### src/rtl/i2s_pkg.sv
// Shared constants, state encoding and helpers for the I2S target port.
package i2s_pkg;

  // Serial slot geometry: data is left-justified in a 24-bit field of a 32-bit slot.
  localparam int SerialDataWidth = 24;
  localparam int SlotWidth       = 32;

  // Highest value the in-slot bit index can reach (saturates here).
  localparam logic [4:0] KMax = 5'(SlotWidth - 1);

  // Word-select encoding.
  localparam logic LEFT  = 1'b0;
  localparam logic RIGHT = 1'b1;

  typedef enum logic [1:0] {
    UNSYNC_S = 2'd0,
    SHIFT_S  = 2'd1,
    TAIL_S   = 2'd2
  } i2s_target_state_e;

  // Increment the bit index, holding at KMax for slots longer than 32 bits.
  function automatic logic [4:0] k_sat_inc(input logic [4:0] k);
    logic [4:0] r;
    if (k == KMax) begin
      r = KMax;
    end else begin
      r = k + 5'd1;
    end
    return r;
  endfunction

endpackage

### src/rtl/i2s_input_sync.sv
// Multi-flop synchronizer for one asynchronous input, with edge detection
// on the synchronized value.
module i2s_input_sync #(
  parameter int SyncStages = 2
) (
  input  logic clk,
  input  logic resetN,
  input  logic din,
  output logic dout,
  output logic rise,
  output logic fall
);

  logic [SyncStages-1:0] sync_q;
  logic [SyncStages-1:0] sync_d;
  logic                  prev_q;
  logic                  prev_d;

  // Next state of the synchronizer chain and the one-cycle-delayed copy.
  always_comb begin
    sync_d = {sync_q[SyncStages-2:0], din};
    prev_d = sync_q[SyncStages-1];
  end

  // Synchronizer and edge-history flops.
  always_ff @(posedge clk or negedge resetN) begin
    if (!resetN) begin
      sync_q <= '0;
      prev_q <= 1'b0;
    end else begin
      sync_q <= sync_d;
      prev_q <= prev_d;
    end
  end

  assign dout = sync_q[SyncStages-1];
  assign rise = sync_q[SyncStages-1] & ~prev_q;
  assign fall = ~sync_q[SyncStages-1] & prev_q;

endmodule

### src/rtl/i2s_target_port.sv
// I2S target port: follows an external SCLK/LRCK, deserializes SDIN into
// DataWidth-bit samples and serializes the held transmit sample onto SDOUT.
module i2s_target_port
  import i2s_pkg::*;
#(
  parameter int DataWidth  = 12,
  parameter int SyncStages = 2
) (
  input  logic                 clk,
  input  logic                 resetN,
  input  logic                 sclk,
  input  logic                 lrck,
  input  logic                 sdin,
  output logic                 sdout,
  output logic [DataWidth-1:0] rxData,
  output logic                 rxChannel,
  output logic                 rxDataValid,
  input  logic [DataWidth-1:0] txData,
  input  logic                 txDataValid,
  output logic                 frameError
);

  localparam logic [4:0] DataK = 5'(DataWidth);
  localparam logic [4:0] LastK = (DataWidth > SerialDataWidth) ? 5'(DataWidth)
                                                               : 5'(SerialDataWidth);
  localparam logic [4:0] TxMsb = 5'(SerialDataWidth - 1);
  localparam int         PadBits = SerialDataWidth - DataWidth;

  // Synchronized inputs.
  logic sclk_sync_s, sclk_rise_s, sclk_fall_s;
  logic lrck_sync_s, sdin_sync_s;
  logic unused_lrck_rise_s, unused_lrck_fall_s;
  logic unused_sdin_rise_s, unused_sdin_fall_s;

  // Slot tracking.
  i2s_target_state_e state_q, state_d;
  logic [4:0] k_q, k_d;
  logic       lrck_q, lrck_d;
  logic       seen_q, seen_d;
  logic       cur_chan_q, cur_chan_d;
  logic       slot_start_s;
  logic       rx_shift_s;
  logic       rx_last_s;

  // Receive path.
  logic [DataWidth-1:0] shift_rx_q, shift_rx_d;
  logic                 rx_pend_q, rx_pend_d;
  logic [DataWidth-1:0] rx_data_q, rx_data_d;
  logic                 rx_chan_q, rx_chan_d;
  logic                 rx_valid_q, rx_valid_d;

  // Transmit path.
  logic [DataWidth-1:0]       tx_hold_q, tx_hold_d;
  logic [SerialDataWidth-1:0] shift_tx_q, shift_tx_d;
  logic                       sdout_q, sdout_d;

  logic frame_err_q, frame_err_d;

  i2s_input_sync #(.SyncStages(SyncStages)) u_sync_sclk (
    .clk   (clk),
    .resetN(resetN),
    .din   (sclk),
    .dout  (sclk_sync_s),
    .rise  (sclk_rise_s),
    .fall  (sclk_fall_s)
  );

  i2s_input_sync #(.SyncStages(SyncStages)) u_sync_lrck (
    .clk   (clk),
    .resetN(resetN),
    .din   (lrck),
    .dout  (lrck_sync_s),
    .rise  (unused_lrck_rise_s),
    .fall  (unused_lrck_fall_s)
  );

  i2s_input_sync #(.SyncStages(SyncStages)) u_sync_sdin (
    .clk   (clk),
    .resetN(resetN),
    .din   (sdin),
    .dout  (sdin_sync_s),
    .rise  (unused_sdin_rise_s),
    .fall  (unused_sdin_fall_s)
  );

  logic unused_sclk_level_s;
  assign unused_sclk_level_s = sclk_sync_s;

  // Slot tracking: word-select change detection, bit index and sync FSM.
  // A word-select change is only trusted once one SCLK rise has been seen
  // since reset, so a reset in the middle of a slot never yields a partial word.
  always_comb begin
    state_d      = state_q;
    k_d          = k_q;
    lrck_d       = lrck_q;
    seen_d       = seen_q;
    cur_chan_d   = cur_chan_q;
    frame_err_d  = 1'b0;
    slot_start_s = 1'b0;
    rx_shift_s   = 1'b0;
    rx_last_s    = 1'b0;
    if (sclk_rise_s) begin
      lrck_d = lrck_sync_s;
      seen_d = 1'b1;
      if (seen_q && (lrck_sync_s != lrck_q)) begin
        slot_start_s = 1'b1;
        k_d          = 5'd0;
        cur_chan_d   = lrck_sync_s;
        state_d      = SHIFT_S;
        if ((state_q != UNSYNC_S) && (k_q != KMax)) begin
          frame_err_d = 1'b1;
        end else begin
          frame_err_d = 1'b0;
        end
      end else begin
        k_d = k_sat_inc(k_q);
        case (state_q)
          SHIFT_S: begin
            if ((k_d >= 5'd1) && (k_d <= DataK)) begin
              rx_shift_s = 1'b1;
              rx_last_s  = (k_d == DataK);
            end else begin
              rx_shift_s = 1'b0;
              rx_last_s  = 1'b0;
            end
            if (k_d > LastK) begin
              state_d = TAIL_S;
            end else begin
              state_d = SHIFT_S;
            end
          end
          UNSYNC_S: state_d = UNSYNC_S;
          TAIL_S:   state_d = TAIL_S;
          default:  state_d = UNSYNC_S;
        endcase
      end
    end else begin
      state_d = state_q;
      k_d     = k_q;
    end
  end

  // Receive: MSB-first shift for bits 1..DataWidth, publish one clk later.
  always_comb begin
    shift_rx_d = shift_rx_q;
    rx_pend_d  = rx_last_s;
    rx_valid_d = rx_pend_q;
    rx_chan_d  = rx_chan_q;
    rx_data_d  = rx_data_q;
    if (rx_shift_s) begin
      shift_rx_d = {shift_rx_q[DataWidth-2:0], sdin_sync_s};
    end else begin
      shift_rx_d = shift_rx_q;
    end
    if (rx_pend_q) begin
      rx_data_d = shift_rx_q;
      rx_chan_d = cur_chan_q;
    end else begin
      rx_data_d = rx_data_q;
      rx_chan_d = rx_chan_q;
    end
  end

  // Transmit: hold register, per-slot snapshot at k=0, bit driven on SCLK fall.
  always_comb begin
    tx_hold_d  = tx_hold_q;
    shift_tx_d = shift_tx_q;
    sdout_d    = sdout_q;
    if (txDataValid) begin
      tx_hold_d = txData;
    end else begin
      tx_hold_d = tx_hold_q;
    end
    if (slot_start_s) begin
      shift_tx_d = SerialDataWidth'(tx_hold_q) << PadBits;
    end else begin
      shift_tx_d = shift_tx_q;
    end
    if (sclk_fall_s) begin
      if ((state_q == SHIFT_S) && (k_q <= TxMsb)) begin
        sdout_d = shift_tx_q[TxMsb - k_q];
      end else begin
        sdout_d = 1'b0;
      end
    end else begin
      sdout_d = sdout_q;
    end
  end

  // State and output registers.
  always_ff @(posedge clk or negedge resetN) begin
    if (!resetN) begin
      state_q     <= UNSYNC_S;
      k_q         <= 5'd0;
      lrck_q      <= LEFT;
      seen_q      <= 1'b0;
      cur_chan_q  <= LEFT;
      shift_rx_q  <= '0;
      rx_pend_q   <= 1'b0;
      rx_data_q   <= '0;
      rx_chan_q   <= LEFT;
      rx_valid_q  <= 1'b0;
      tx_hold_q   <= '0;
      shift_tx_q  <= '0;
      sdout_q     <= 1'b0;
      frame_err_q <= 1'b0;
    end else begin
      state_q     <= state_d;
      k_q         <= k_d;
      lrck_q      <= lrck_d;
      seen_q      <= seen_d;
      cur_chan_q  <= cur_chan_d;
      shift_rx_q  <= shift_rx_d;
      rx_pend_q   <= rx_pend_d;
      rx_data_q   <= rx_data_d;
      rx_chan_q   <= rx_chan_d;
      rx_valid_q  <= rx_valid_d;
      tx_hold_q   <= tx_hold_d;
      shift_tx_q  <= shift_tx_d;
      sdout_q     <= sdout_d;
      frame_err_q <= frame_err_d;
    end
  end

  assign sdout       = sdout_q;
  assign rxData      = rx_data_q;
  assign rxChannel   = rx_chan_q;
  assign rxDataValid = rx_valid_q;
  assign frameError  = frame_err_q;

endmodule

### config.mk
export PLATFORM = sky130hd
export DESIGN_NAME = i2s_target_port
export DESIGN_NICKNAME = d
export VERILOG_FILES = /design/src/rtl/i2s_pkg.sv /design/src/rtl/i2s_input_sync.sv /design/src/rtl/i2s_target_port.sv
export SDC_FILE = /design/constraint.sdc
export NUM_CORES = 1
export LEC_CHECK = 0
export BUFFER_PORTS_ARGS = -buffer_cell sky130_fd_sc_hd__buf_2
export CAP_MARGIN = 20
export CORE_MARGIN = 10
export CORE_UTILIZATION = 50
export DETAILED_ROUTE_END_ITERATION = 10
export PLACE_DENSITY = 0.7
export SLEW_MARGIN = 20
export SYNTH_ARGS = -nofsm -noshare
export SYNTH_HDL_FRONTEND = slang
export SYNTH_HIERARCHICAL = 1
export SYNTH_SLANG_ARGS = --single-unit
### constraint.sdc
create_clock -name clk -period 2.9 [get_ports clk]
set_clock_uncertainty 0.1 [all_clocks]
set_input_delay 0.58 -clock clk [delete_from_list [all_inputs] [get_ports clk]]
set_output_delay 0.58 -clock clk [all_outputs]
set_load 0.01 [all_outputs]
Yosys cells after proc, flatten, opt, wreduce, memory -nomap -nowiden
Index checks and enable logic that the tools add are counted.

storage, ports and cells
  register bits = 70
  input port bits = 18
  output and inout port bits = 16
  logic and storage cells = 64

operators by class
  add/sub/neg operators = 2
  magnitude comparators = 5
  equality and inequality tests = 6
  multiplexer cells = 23
  bitwise operators = 4
  reduce and logical (&&, ||, !) cells = 6

operators with widths
  kind                 count
  $mux 5               4
  $mux 1               15
  $lt 5x6->1 const B   1
  $add 5x1->5 const B  1
  $bmux 1 s5           1
  $eq 5x4->1 const B   1
  $eq 5x5->1 const B   1
  $ge 5x1->1 const B   1
  $gt 5x5->1 const B   1
  $le 5x4->1 const B   1
  $le 5x5->1 const B   1
  $ne 5x5->1 const B   1
  $sub 5x5->5 const A  1
  $logic_and 1x1->1    4
  $mux 2               2
  $pmux 2 s2           1
  $and 1x1->1          2
  $eq 2x1->1 const B   1
  $eq 2x2->1 const B   1
  $not 1->1            2
  $reduce_and 2->1     1
  $reduce_bool 2->1    1
  $ne 1x1->1           1

Depth between registers and ports, before layout
  word-level depth = 10
  depth in mapped cells = 9
  mapped depth without buffers = 7

Cells and area by module
The synthesis kept the hierarchy.

modules (own cells, without submodules)
  module           instances  cells an instance  area each (um2)  seq. area each (um2)
  i2s_target_port  1          202                2797.7           1576.5
  i2s_input_sync   3          5                  90.1             75.1

Least setup slack after synthesis
Ideal clock, no wire load.

  path type = reg-to-reg
  start point = register k_q[1]
  end point = register shift_rx_q[10]
  setup time = 0.125 ns
  arrival time = 1.846 ns
  required time = 2.675 ns
  slack = 0.829 ns
  cell stages (with the launch flop) = 9
  path buffers = 2
  clock period less this slack = 2.071 ns
  cells stage by stage = dfrtp_1 -> ha_1 -> buf_2 -> and4_1 -> nor2_2 -> o211ai_2 -> o211ai_2 -> buf_6 -> mux2_4

on the way
  word-level cells in the longest chain between the ends = 10
  elaborated cells between the ends (all ways) = 12
  classes of those cells = add/sub: 1; order compare: 2; eq/ne: 1; mux: 7; reduce/logical: 1

ends and longest elaborated chain
  what                                              line                          text
  start, declared                                   i2s_target_port.sv:37         logic [4:0] k_q, k_d;
  start signal, assigned                            i2s_target_port.sv:209        k_q <= k_d;
  $add 5x1->5 / $eq 5x5->1 (equally long branches)  i2s_pkg.sv:27, i2s_pkg.sv:24
  $mux 5 *                                          i2s_pkg.sv:24                 if (k == KMax) begin
  $mux 5 *                                          i2s_target_port.sv:105        if (seen_q && (lrck_sync_s != lrck_q)) begin
  $mux 5 *                                          i2s_target_port.sv:102        if (sclk_rise_s) begin
  $ge 5x1->1 / $le 5x4->1 (equally long branches)   i2s_target_port.sv:119        if ((k_d >= 5'd1) && (k_d <= DataK)) begin
  $logic_and 1x1->1 *                               i2s_target_port.sv:119
  $mux 1 *                                          i2s_target_port.sv:119
  $mux 1 *                                          i2s_target_port.sv:117        case (state_q)
  $mux 1 *                                          i2s_target_port.sv:105
  $mux 1 *                                          i2s_target_port.sv:102
  end signal, assigned                              i2s_target_port.sv:213        shift_rx_q <= shift_rx_d;
  end, declared                                     i2s_target_port.sv:46         logic [DataWidth-1:0] shift_rx_q, shift_rx_d;

Mark *: on every way between the ends. The rest lies on a longest branch, timed or not. The select of a mux whose other input is x is not followed.
A chain may end at the register's enable or synchronous reset.

Worst setup path in the final report
  start point = register k_q[0]
  end point = register shift_rx_q[0]

Same word-level chain as after synthesis.

==> results.yml <==
status:
  status: "finished, final reports clean"
layout:
  syn_to_final_growth_pct: 13.40
  fin_nets: 274
  n_antenna_cell: 0
  postLayoutCoreUtil_pct: 57.91
  instances_no_fill: 329
  drive_gt1_share_pct: 44.09
sta:
  setup_viol_count_final: 0
  fmax_ghz: 0.3804
  whs_ns: 0.05045
  layout_min_cycle_time_ns: 2.629
  tns_ns: 0
  worst_pin_slew_ns: 0.8353
  layout_worst_path_cycle_share_pct: 90.64
  finalHoldViolCount: 0
  rsz0062_at_grt: "no"
  timing.final.max_slew_violations: 0
  maxSlewHeadroom_pct: 44.15
setup_path:
  crit_type: "reg2reg"
  start_kind: "register"
  r2r_slack_ns: 0.27
  required_ns: 3.04
  crit_path_cell_trace: "ha_1 -> and4_1 -> nor2_2 -> o211ai_2 -> mux2_2"
  r2r_start: "k_q[0]$_DFFE_PN0P_"
  reg2regPathDepth: 5
  arrival_ns: 2.76
  slowest_delay_ns: 0.67
  critPathMaxFanout: 12
  rr_endpoint: "shift_rx_q[0]$_DFFE_PN0P_"
  worst_path_max_delay_cell: "o211ai_2"
  worstSetupEndpointType: "register"
place:
  place.gp.congestion: 0.8864
  portBuffers: 33
  dp_cells: 313
  hpwl_mm: 3.637
grt:
  antenna_found_initial: 0
  gr-total-overflow: 0
  grtUsageTotal_pct: 11.61
  grt_pass1_vias: 1777
  grt_max_degree: 29
  grt_pass1_wl_mm: 8.818
cts:
  htreeDepth: 3
  cts_resized: 0
  clockRootBuffer: "clkbuf_8"
  cts.sinks: 70
  insertion_delay_ns: 0.35
  cts_setup_buffers: 0
  cts_tree: "built"
  cts_buffers: 9
  cts_buffer_depth: 2
  cts.hold.buffers_added: 0
  clk_pin_slew_ns: 0.08
pwr:
  pwr-share-clk_pct: 29.6
  power_frac_seq_pct: 53.0
  p_comb_share_pct: 17.4
  vdd_drop_max_uv: 520.1
  power_leakage_nw: 1.657
  p_int_mw: 1.740
  power_density_mw_per_mm2: 708.9
  switchingPower_mw: 0.6619
  p_sw_share_pct: 27.56
  total_power_mw: 2.402
floorplan:
  die_y_um: 97.30
  design.die.area_mm2: 0.009467
  die_w_um: 97.30
  core_mm2: 0.005851
  rows: 28
  io_pins: 34
  initial_core_util_pct: 51.07
route:
  finalWirelength_mm: 5.218
  dr.pass1.iters: 4
  drc: 0
  drt_iter0_markers: 92
  vias_per_cell: 5.301
  drtAntennaViolNets: 0
  vias: 1744
  routedWlPerCell_um: 15.86
synth:
  postSynthCellCount: 211
  synth.avg_cell_area_um2: 14.16
  syn-cell-area_mm2: 0.002988
  syn-num-nets: 236
  ys_warn_count: 6
flow_run:
  maxCapViolCount: 0
hold_path:
  worstHoldPathType: "in2async"
state kept, by name, summed over array words and instances, names as in the netlist, 2 cells and up:
signal / count
rxData: 12
shift_rx_q: 12
shift_tx_q: 12
tx_hold_q: 12
k_q: 5
state_q: 2
u_sync_lrck/sync_q: 2
u_sync_sclk/sync_q: 2
u_sync_sdin/sync_q: 2
critical path: cells and delay by family (launching register included):
family | cells | cell delay, ns
adder cells (fa/ha/maj) | 1 | 0.38
multiplexers | 1 | 0.41
AND/OR/NAND/NOR | 2 | 0.42
AO/OA/AOI/OAI | 1 | 0.67
flip-flops | 1 | 0.53
worst max-delay path by stage:
stage / start / endpoint / slack (ns) / cells past startpoint
2_1_floorplan: k_q[1]$_DFFE_PN0P_ / shift_rx_q[10]$_DFFE_PN0P_ / 0.83 / 8
3_3_place_gp: k_q[0]$_DFFE_PN0P_ / shift_rx_q[11]$_DFFE_PN0P_ / 0.31 / 5
3_5_place_dp: k_q[0]$_DFFE_PN0P_ / shift_rx_q[11]$_DFFE_PN0P_ / 0.26 / 5
4_1_cts: k_q[0]$_DFFE_PN0P_ / shift_rx_q[11]$_DFFE_PN0P_ / 0.27 / 5
5_1_grt: k_q[0]$_DFFE_PN0P_ / shift_rx_q[11]$_DFFE_PN0P_ / 0.09 / 5
6_report: k_q[0]$_DFFE_PN0P_ / shift_rx_q[0]$_DFFE_PN0P_ / 0.27 / 5
cell usage in the layout, fill, tap and decap left out:
cell / instances
nor4_1: 1
inv_6: 1
dfrtp_1: 70
a21o_1: 1
and2b_2: 1
o22ai_1: 2
a31oi_1: 2
nor3b_1: 1
ha_1: 7
a21bo_4: 1
and3_1: 4
nor3_2: 1
nor2_1: 4
xor2_1: 1
mux2_4: 10
buf_2: 33
o21a_1: 1
a21boi_0: 1
a21oi_1: 7
clkinvlp_4: 2
o211ai_2: 2
nor2_2: 1
inv_1: 8
nand2b_1: 3
nand3_1: 5
mux4_2: 3
xnor2_1: 1
clkinv_2: 2
or2_2: 1
buf_4: 3
nand2_1: 9
mux2_2: 41
nor2b_1: 2
and4_1: 1
clkbuf_1: 1
o32ai_1: 1
o21ai_0: 6
clkbuf_8: 10
nor3_1: 2
a211o_1: 1
power by group through the flow:
| stage | combinational, mW | clock (mW) | sequential, mW |
|---|---|---|---|
| 3_3_place_gp | 0.404 | 0 | 1.29 |
| 6_report | 0.418 | 0.712 | 1.27 |
| 2_1_floorplan | 0.353 | 0 | 1.24 |
| 3_5_place_dp | 0.419 | 0 | 1.29 |
| 5_1_grt | 0.459 | 0.776 | 1.30 |
| 4_1_cts | 0.425 | 0.731 | 1.28 |
routing by layer:
metal	up-vias	share of wire (%)	track usage [%]
met2	39	49	17.64
met4	0	2.1	5.369
met1	873	44	13.61
met5	-	0	0
met3	9	5.3	5.477
li1	823	-	-
metrics by stage:
stage               setup slack (ns)  cell area, um^2
global placement              0.3147             3213
global route                 0.09338             3388
finish                        0.2715             3388
detailed placement            0.2593             3213
floorplan                     0.8289             2988
CTS                           0.2743             3388
final cells by class:
class                      count  area (um^2)
fill                         484         2462
sequential                    70         1752
multi-input combinational    124         1150
timing repair buffer          36        187.7
clock buffer                  11        141.4
tap                           75        93.84
clock inverter                 5        33.78
inverter                       8        30.03
Power figures use the tool's default switching activity.
